$ cat config.mk
export PLATFORM = sky130hd
export DESIGN_NAME = sorted_insert_writer
export DESIGN_NICKNAME = d
export VERILOG_FILES = /design/src/rtl/sorted_insert_writer.sv
export SDC_FILE = /design/constraint.sdc
export NUM_CORES = 1
export LEC_CHECK = 0
export ABC_CLOCK_PERIOD_IN_PS = 4900
export BUFFER_PORTS_ARGS = -buffer_cell sky130_fd_sc_hd__buf_2
export CORE_AREA = 3 3 68 70
export DETAILED_ROUTE_END_ITERATION = 16
export DIE_AREA = 0 0 71 73
export GPL_ROUTABILITY_DRIVEN = 0
export PLACE_DENSITY = 0.82
export SETUP_SLACK_MARGIN = 0.02
export SYNTH_ARGS = -nofsm -noshare
export SYNTH_HDL_FRONTEND = slang
export SYNTH_SLANG_ARGS = --single-unit
$ cat constraint.sdc
create_clock -name clk -period 4.9 [get_ports clk]
set_input_delay 0.735 -clock clk [delete_from_list [all_inputs] [get_ports clk]]
set_output_delay 0.735 -clock clk [all_outputs]
set_load 0.005 [all_outputs]
$ cat src/rtl/sorted_insert_writer.sv
// Insertion writer for a sorted 32x8 single-port RAM: each start inserts D in
// ascending order, shifting larger entries up one address.
module sorted_insert_writer #(
  parameter int DATA_W = 8,
  parameter int ADDR_W = 5
) (
  input  logic              clk,
  input  logic              reset,
  input  logic              start,
  input  logic [DATA_W-1:0] D,
  output logic [ADDR_W-1:0] address,
  output logic [DATA_W-1:0] data,
  output logic              wren,
  input  logic [DATA_W-1:0] q,
  output logic [ADDR_W:0]   count,
  output logic              full,
  output logic              done,
  output logic              full_err
);

  localparam int DEPTH = 2 ** ADDR_W;

  typedef enum logic [2:0] {IDLE, RD, CMP, SHIFT, INS, DONE, ERR} state_t;

  state_t              ps_q, ns_d;
  logic [DATA_W-1:0]   in_q, in_d;
  logic [ADDR_W:0]     j_q, j_d;
  logic [ADDR_W-1:0]   pos_q, pos_d;
  logic [DATA_W-1:0]   qreg_q, qreg_d;
  logic [ADDR_W:0]     count_q, count_d;
  logic [ADDR_W-1:0]   jPlus1;

  // j never exceeds DEPTH-2 while shifting, so the low bits are enough for j+1
  assign jPlus1 = j_q[ADDR_W-1:0] + ADDR_W'(1);
  assign full   = (count_q == (ADDR_W+1)'(DEPTH));
  assign count  = count_q;

  always_ff @(posedge clk) begin
    if (reset) begin
      ps_q    <= IDLE;
      in_q    <= '0;
      j_q     <= '0;
      pos_q   <= '0;
      qreg_q  <= '0;
      count_q <= '0;
    end else begin
      ps_q    <= ns_d;
      in_q    <= in_d;
      j_q     <= j_d;
      pos_q   <= pos_d;
      qreg_q  <= qreg_d;
      count_q <= count_d;
    end
  end

  always_comb begin
    ns_d    = ps_q;
    in_d    = in_q;
    j_d     = j_q;
    pos_d   = pos_q;
    qreg_d  = qreg_q;
    count_d = count_q;
    case (ps_q)
      IDLE: begin
        if (start) begin
          if (full) begin
            ns_d = ERR;
          end else begin
            in_d = D;
            j_d  = count_q - (ADDR_W+1)'(1);
            if (count_q == '0) begin
              pos_d = '0;
              ns_d  = INS;
            end else begin
              ns_d = RD;
            end
          end
        end
      end
      RD: ns_d = CMP;
      // Equal values stop the scan so the new entry lands above existing ones
      CMP: begin
        if (q > in_q) begin
          qreg_d = q;
          ns_d   = SHIFT;
        end else begin
          pos_d = jPlus1;
          ns_d  = INS;
        end
      end
      SHIFT: begin
        if (j_q == '0) begin
          pos_d = '0;
          ns_d  = INS;
        end else begin
          j_d  = j_q - (ADDR_W+1)'(1);
          ns_d = RD;
        end
      end
      INS: begin
        count_d = count_q + (ADDR_W+1)'(1);
        ns_d    = DONE;
      end
      DONE: if (!start) ns_d = IDLE;
      ERR:  if (!start) ns_d = IDLE;
      default: ns_d = IDLE;
    endcase
  end

  // Write enable is masked by reset so an aborted insert never corrupts the RAM
  always_comb begin
    address  = '0;
    data     = '0;
    wren     = 1'b0;
    done     = 1'b0;
    full_err = 1'b0;
    case (ps_q)
      RD: address = j_q[ADDR_W-1:0];
      SHIFT: begin
        address = jPlus1;
        data    = qreg_q;
        wren    = !reset;
      end
      INS: begin
        address = pos_q;
        data    = in_q;
        wren    = !reset;
      end
      DONE: done = 1'b1;
      ERR:  full_err = 1'b1;
      default: ;
    endcase
  end

endmodule

-- Yosys cells after proc, flatten, opt, wreduce, memory -nomap -nowiden
Cells that the tools add are included.
- reductions and logical operators: 13
- $lt $le $gt $ge: 1
- equality and inequality tests: 14
- bitwise gates (word level): 1
- add/subtract/negate cells: 4
- muxes and demuxes: 22
- operators with widths (kind ; count):
    5-bit one-hot mux with 3 select lines ; 2
    5-bit two-way mux ; 5
    3-bit two-way mux ; 6
    6-bit two-way mux ; 3
    3-bit one-hot mux with 6 select lines ; 1
    8-bit one-hot mux with 2 select lines ; 1
    2-bit != test (second input constant) ; 7
    6-bit logical NOT ; 2
    6-bit one-hot mux with 2 select lines ; 1
    6-bit by 1-bit subtractor with 6-bit output (second input constant) ; 2
    3-bit == test (second input constant) ; 3
    8-bit > comparator ; 1
    6-bit by 1-bit adder with 6-bit output (second input constant) ; 1
    3-bit by 2-bit == test with 1-bit output (second input constant) ; 2
    6-bit == test (second input constant) ; 1
    6-bit AND reduction ; 1
    5-bit by 1-bit adder with 5-bit output (second input constant) ; 1
    2-bit AND reduction ; 2
    4-bit AND reduction ; 1
    2-bit OR reduction ; 2
    3-bit by 1-bit == test with 1-bit output (second input constant) ; 1
    3-bit logical NOT ; 1
    1-bit two-way mux ; 3
    3-bit AND reduction ; 1
    4 further kinds ; 4
- logic and storage cells: 61
- bits in registers: 36

-- Longest topological paths before layout
- depth in word-level cells: 5
- gate-level depth with buffers: 11
- mapped depth without buffers: 9

-- Worst setup path after synthesis
No wires, ideal clock.
- path kind: input port to flip-flop
- start: input port q[1]
- end: register pos_q[0]
- required time: 4772 ps
- cell stages on the path: 7
- arrival: 2292 ps
- setup time: 128 ps
- buffers on the path: 1
- setup slack: 2480 ps
- cells stage by stage: ha_1 -> nor2b_1 -> o211ai_1 -> a2111o_1 -> clkbuf_1 -> nand3_1 -> mux2i_1
- longest elaborated chain between the ends: 3
- RTL lines (element ; line ; text):
    start, declared ; 14 ; input logic [DATA_W-1:0] q,
    8-bit > comparator ; 83 ; if (q > in_q) begin
    2-bit != test (no line) ; -- ;
    6-bit AND reduction (no line) ; -- ;
    end signal, assigned ; 50 ; pos_q <= pos_d;
    end, declared ; 28 ; logic [ADDR_W-1:0] pos_q, pos_d;
No other way between the ends.
A chain may end at the register's enable or synchronous reset.

-- Worst setup path after layout
- start: register ps_q[2]
- end: output port data[3]
- longest elaborated chain between the ends: 2
- elaborated cells on any way between the ends: 3
- those cells by class: 2 x eq/ne; 1 x mux
- RTL lines (element ; line ; text):
    start, declared ; 25 ; state_t ps_q, ns_d;
    start signal, assigned ; 47 ; ps_q <= ns_d;
    3-bit == test or 3-bit by 2-bit == test with 1-bit output (tied branches) ; 117 ; case (ps_q)
    8-bit one-hot mux with 2 select lines (*) ; 117 ;
    end, declared ; 12 ; output logic [DATA_W-1:0] data,
Every way passes the cells marked *; elsewhere a longest branch is shown, timed or not.

==> impl_metrics.toml <==
[status]
status = "completed"

[clock_tree]
h-tree-depth = 2
cts_buffers = 5
cts_setup_buffers = 0
cts_buffer_depth = 2
clockRootBuffer = "clkbuf_8"
clkSinkCount = 36
cts_tree = "done"
cts.hold.buffers_added = 0
cts_resized = 0
clkSlewWorstSetupHoldPaths_ns = 0.07
clk_latency_ns = 0.29

[logic_synthesis]
yosysSeqAreaShare = 0.2986
yosysUniqueCellTypes = 54
synth_nets = 333
synth-main-ff-cell = "dfxtp_1"
yosysTopAreaCell = "dfxtp_1"
syn_avg_cell_area_um2 = 8.018
synth_top_area_share = 0.2986
synthArstFlopShare = 0
netlist_instances = 301
ys_ff_latch = 36
synth-edff-count = 0
ys_top_cells_by_area = "dfxtp_1 (30%), ha_1 (6.7%), mux2i_1 (6.6%)"
synth_area_mm2 = 0.002414
ys.warnings.count = 0

[finish]
finalNonFillerCells = 377
drive_gt1_frac = 0.1713
design_area_mm2 = 0.002665
final_nets = 359
area_growth_pct = 10.42
final_common_cell = "buf_2"
layout_common_cells = "buf_2 (41), dfxtp_1 (36), nor2_1 (25), nand2_1 (25), o21ai_0 (20)"
antenna_cells = 0

[floorplanning]
start_util = 0.5991
core_area_mm2 = 0.004029
die_x_um = 71
die_h_um = 73
die_area_mm2 = 0.005183
num_rows = 23
io-pin-count = 42

[timing]
final.setup.tns_ns = 0
tightest_slew_ns = 0.7904
worst_slack_ns = 1.913
period_share = 0.6095
fmaxAchievable_mhz = 334.8
drv_slew = 0
hold_violations = 0
hold_slack_ns = 0.4678
max-slew-margin-rel = 0.4657
setup_viol = 0
skew_ns = 0.008320
rsz0062_at_grt = "no"
period_minus_slack_ns = 2.987

[place]
place_inst = 370
preCtsSetupSlack_ns = 2.135
port_buffers = 41
hpwl_um = 4120
post_dp_cell_area_mm2 = 0.002587

[power]
pwr-share-seq = 0.389
clock_power_share = 0.172
power_density_mw_per_mm2 = 437.9
ir_worst_vdd_mv = 0.3012
leakagePower_nw = 1.130
switching_share = 0.4251
p_sw_w = 0.0004961
pwr-share-comb = 0.439
internal_power_w = 0.0006710

[grt]
grt_max_degree = 41
grt_use_total = 0.2427
grt_pass1_vias = 2226
gr-total-overflow = 0
antenna_found_initial = 0
grt_pass1_wl_um = 10100

[routing]
ant_nets = 0
drc = 0
vias = 2328
drt_wl_total_um = 5943
viasPerCell = 6.175
drt-pass1-iter-count = 4
wl_per_cell_um = 15.76
drt-initial-drc-count = 195

[critical_path]
cp_cell_sequence = "clkinv_1 -> nor3_2 -> buf_4 -> a22o_1 -> buf_2"
critical_path_class = "reg -> out"
cp.required_ns = 4.16
crit_slowest_cell = "dfxtp_1"
crit_path_end_kind = "output port"
arrival_ns = 2.25
crit_path_max_fanout = 16
crit_path_max_incr_delay_ns = 0.59
start_kind = "flip-flop"

[flow_run]
drv_cap = 0

[min_path]
hold_class = "reg -> reg"
## cells by family after synthesis
| kind of cell | Yosys count | share of synthesized area |
|---|---|---|
| compound gates | 72 | 0.2017 |
| flops | 36 | 0.2986 |
| simple gates | 112 | 0.2494 |
| mux | 16 | 0.06635 |
| xor+xnor | 12 | 0.04355 |
| fa+ha+maj | 14 | 0.07154 |
| buf+inv | 39 | 0.06894 |
## metrics by stage
step             util  total power, W
6_report       0.6615        0.001167
4_1_cts        0.6615        0.001160
2_1_floorplan       -       0.0008410
3_5_place_dp   0.6422       0.0009602
5_1_grt        0.6615        0.001253
3_3_place_gp   0.6422       0.0009462
## flip-flops by register name, summed over array words and instances, names as in the netlist
| name | count |
|---|---|
| in_q | 8 |
| qreg_q | 8 |
| pos_q | 5 |
| j_q | 6 |
| ps_q | 3 |
| count | 6 |
## final timing paths
path              startpoint         to  slack, ns  cells after the start
hold reg to reg    qreg_q[3]  qreg_q[3]       0.47                      2
hold / removal     qreg_q[3]  qreg_q[3]       0.47                      2
setup reg to reg     ps_q[1]     j_q[2]       2.11                      8
setup / recovery     ps_q[2]    data[3]       1.91                      5
## final cells by class
type                            count  area, um2
Clock buffer                        6      72.57
Clock inverter                      1      5.005
Fill cell                         369       1364
Inverter                           16      60.06
Multi-Input combinational cell    226       1531
Sequential cell                    36      720.7
Tap cell                           50      62.56
Timing Repair Buffer               42      212.7
## metal layers
layer / track usage / vias to the layer above / share of wire
met3: 0.05096 / 20 / 0.059
met4: 0.1044 / 0 / 0.032
met5: 0 / - / 0
met2: 0.4006 / 80 / 0.47
met1: 0.3071 / 1085 / 0.44
li1: - / 1143 / -
## power groups by stage
stage | Sequential [W] | Clock, W | Combinational, W
2_1_floorplan | 0.000383 | 0 | 0.000458
3_5_place_dp | 0.000457 | 0 | 0.000503
3_3_place_gp | 0.000456 | 0 | 0.000491
5_1_grt | 0.000464 | 0.000216 | 0.000574
4_1_cts | 0.000451 | 0.000201 | 0.000508
6_report | 0.000454 | 0.000201 | 0.000513
## synth_stat cells, drive strengths merged (2+ instances only)
| library cell | n |
|---|---|
| buf | 6 |
| o41ai | 3 |
| or3 | 2 |
| o211ai | 2 |
| xor2 | 7 |
| and4 | 2 |
| nand4b | 2 |
| inv | 15 |
| nor3b | 3 |
| nor3 | 8 |
| a22o | 8 |
| nand2b | 5 |
| dfxtp | 36 |
| nor2b | 2 |
| nand3 | 16 |
| nor4b | 2 |
| nand4 | 5 |
| nand2 | 25 |
| nor2 | 25 |
| ha | 13 |
| nor4 | 4 |
| a211oi | 2 |
| a2111o | 2 |
| a31oi | 5 |
| o21ai | 20 |
| nand3b | 3 |
| and3 | 4 |
| a21oi | 19 |
| xnor2 | 5 |
| clkbuf | 17 |
| or3b | 2 |
| mux2i | 16 |
## worst max-delay path: cells and delay by family, from the launching register on
family / cells / cell delay (ns)
buffers and inverters: 3 / 0.77
flip-flops: 1 / 0.59
AND/OR/NAND/NOR: 1 / 0.40
AO/OA/AOI/OAI: 1 / 0.17
No activity file was read; power rests on OpenSTA's default activity.
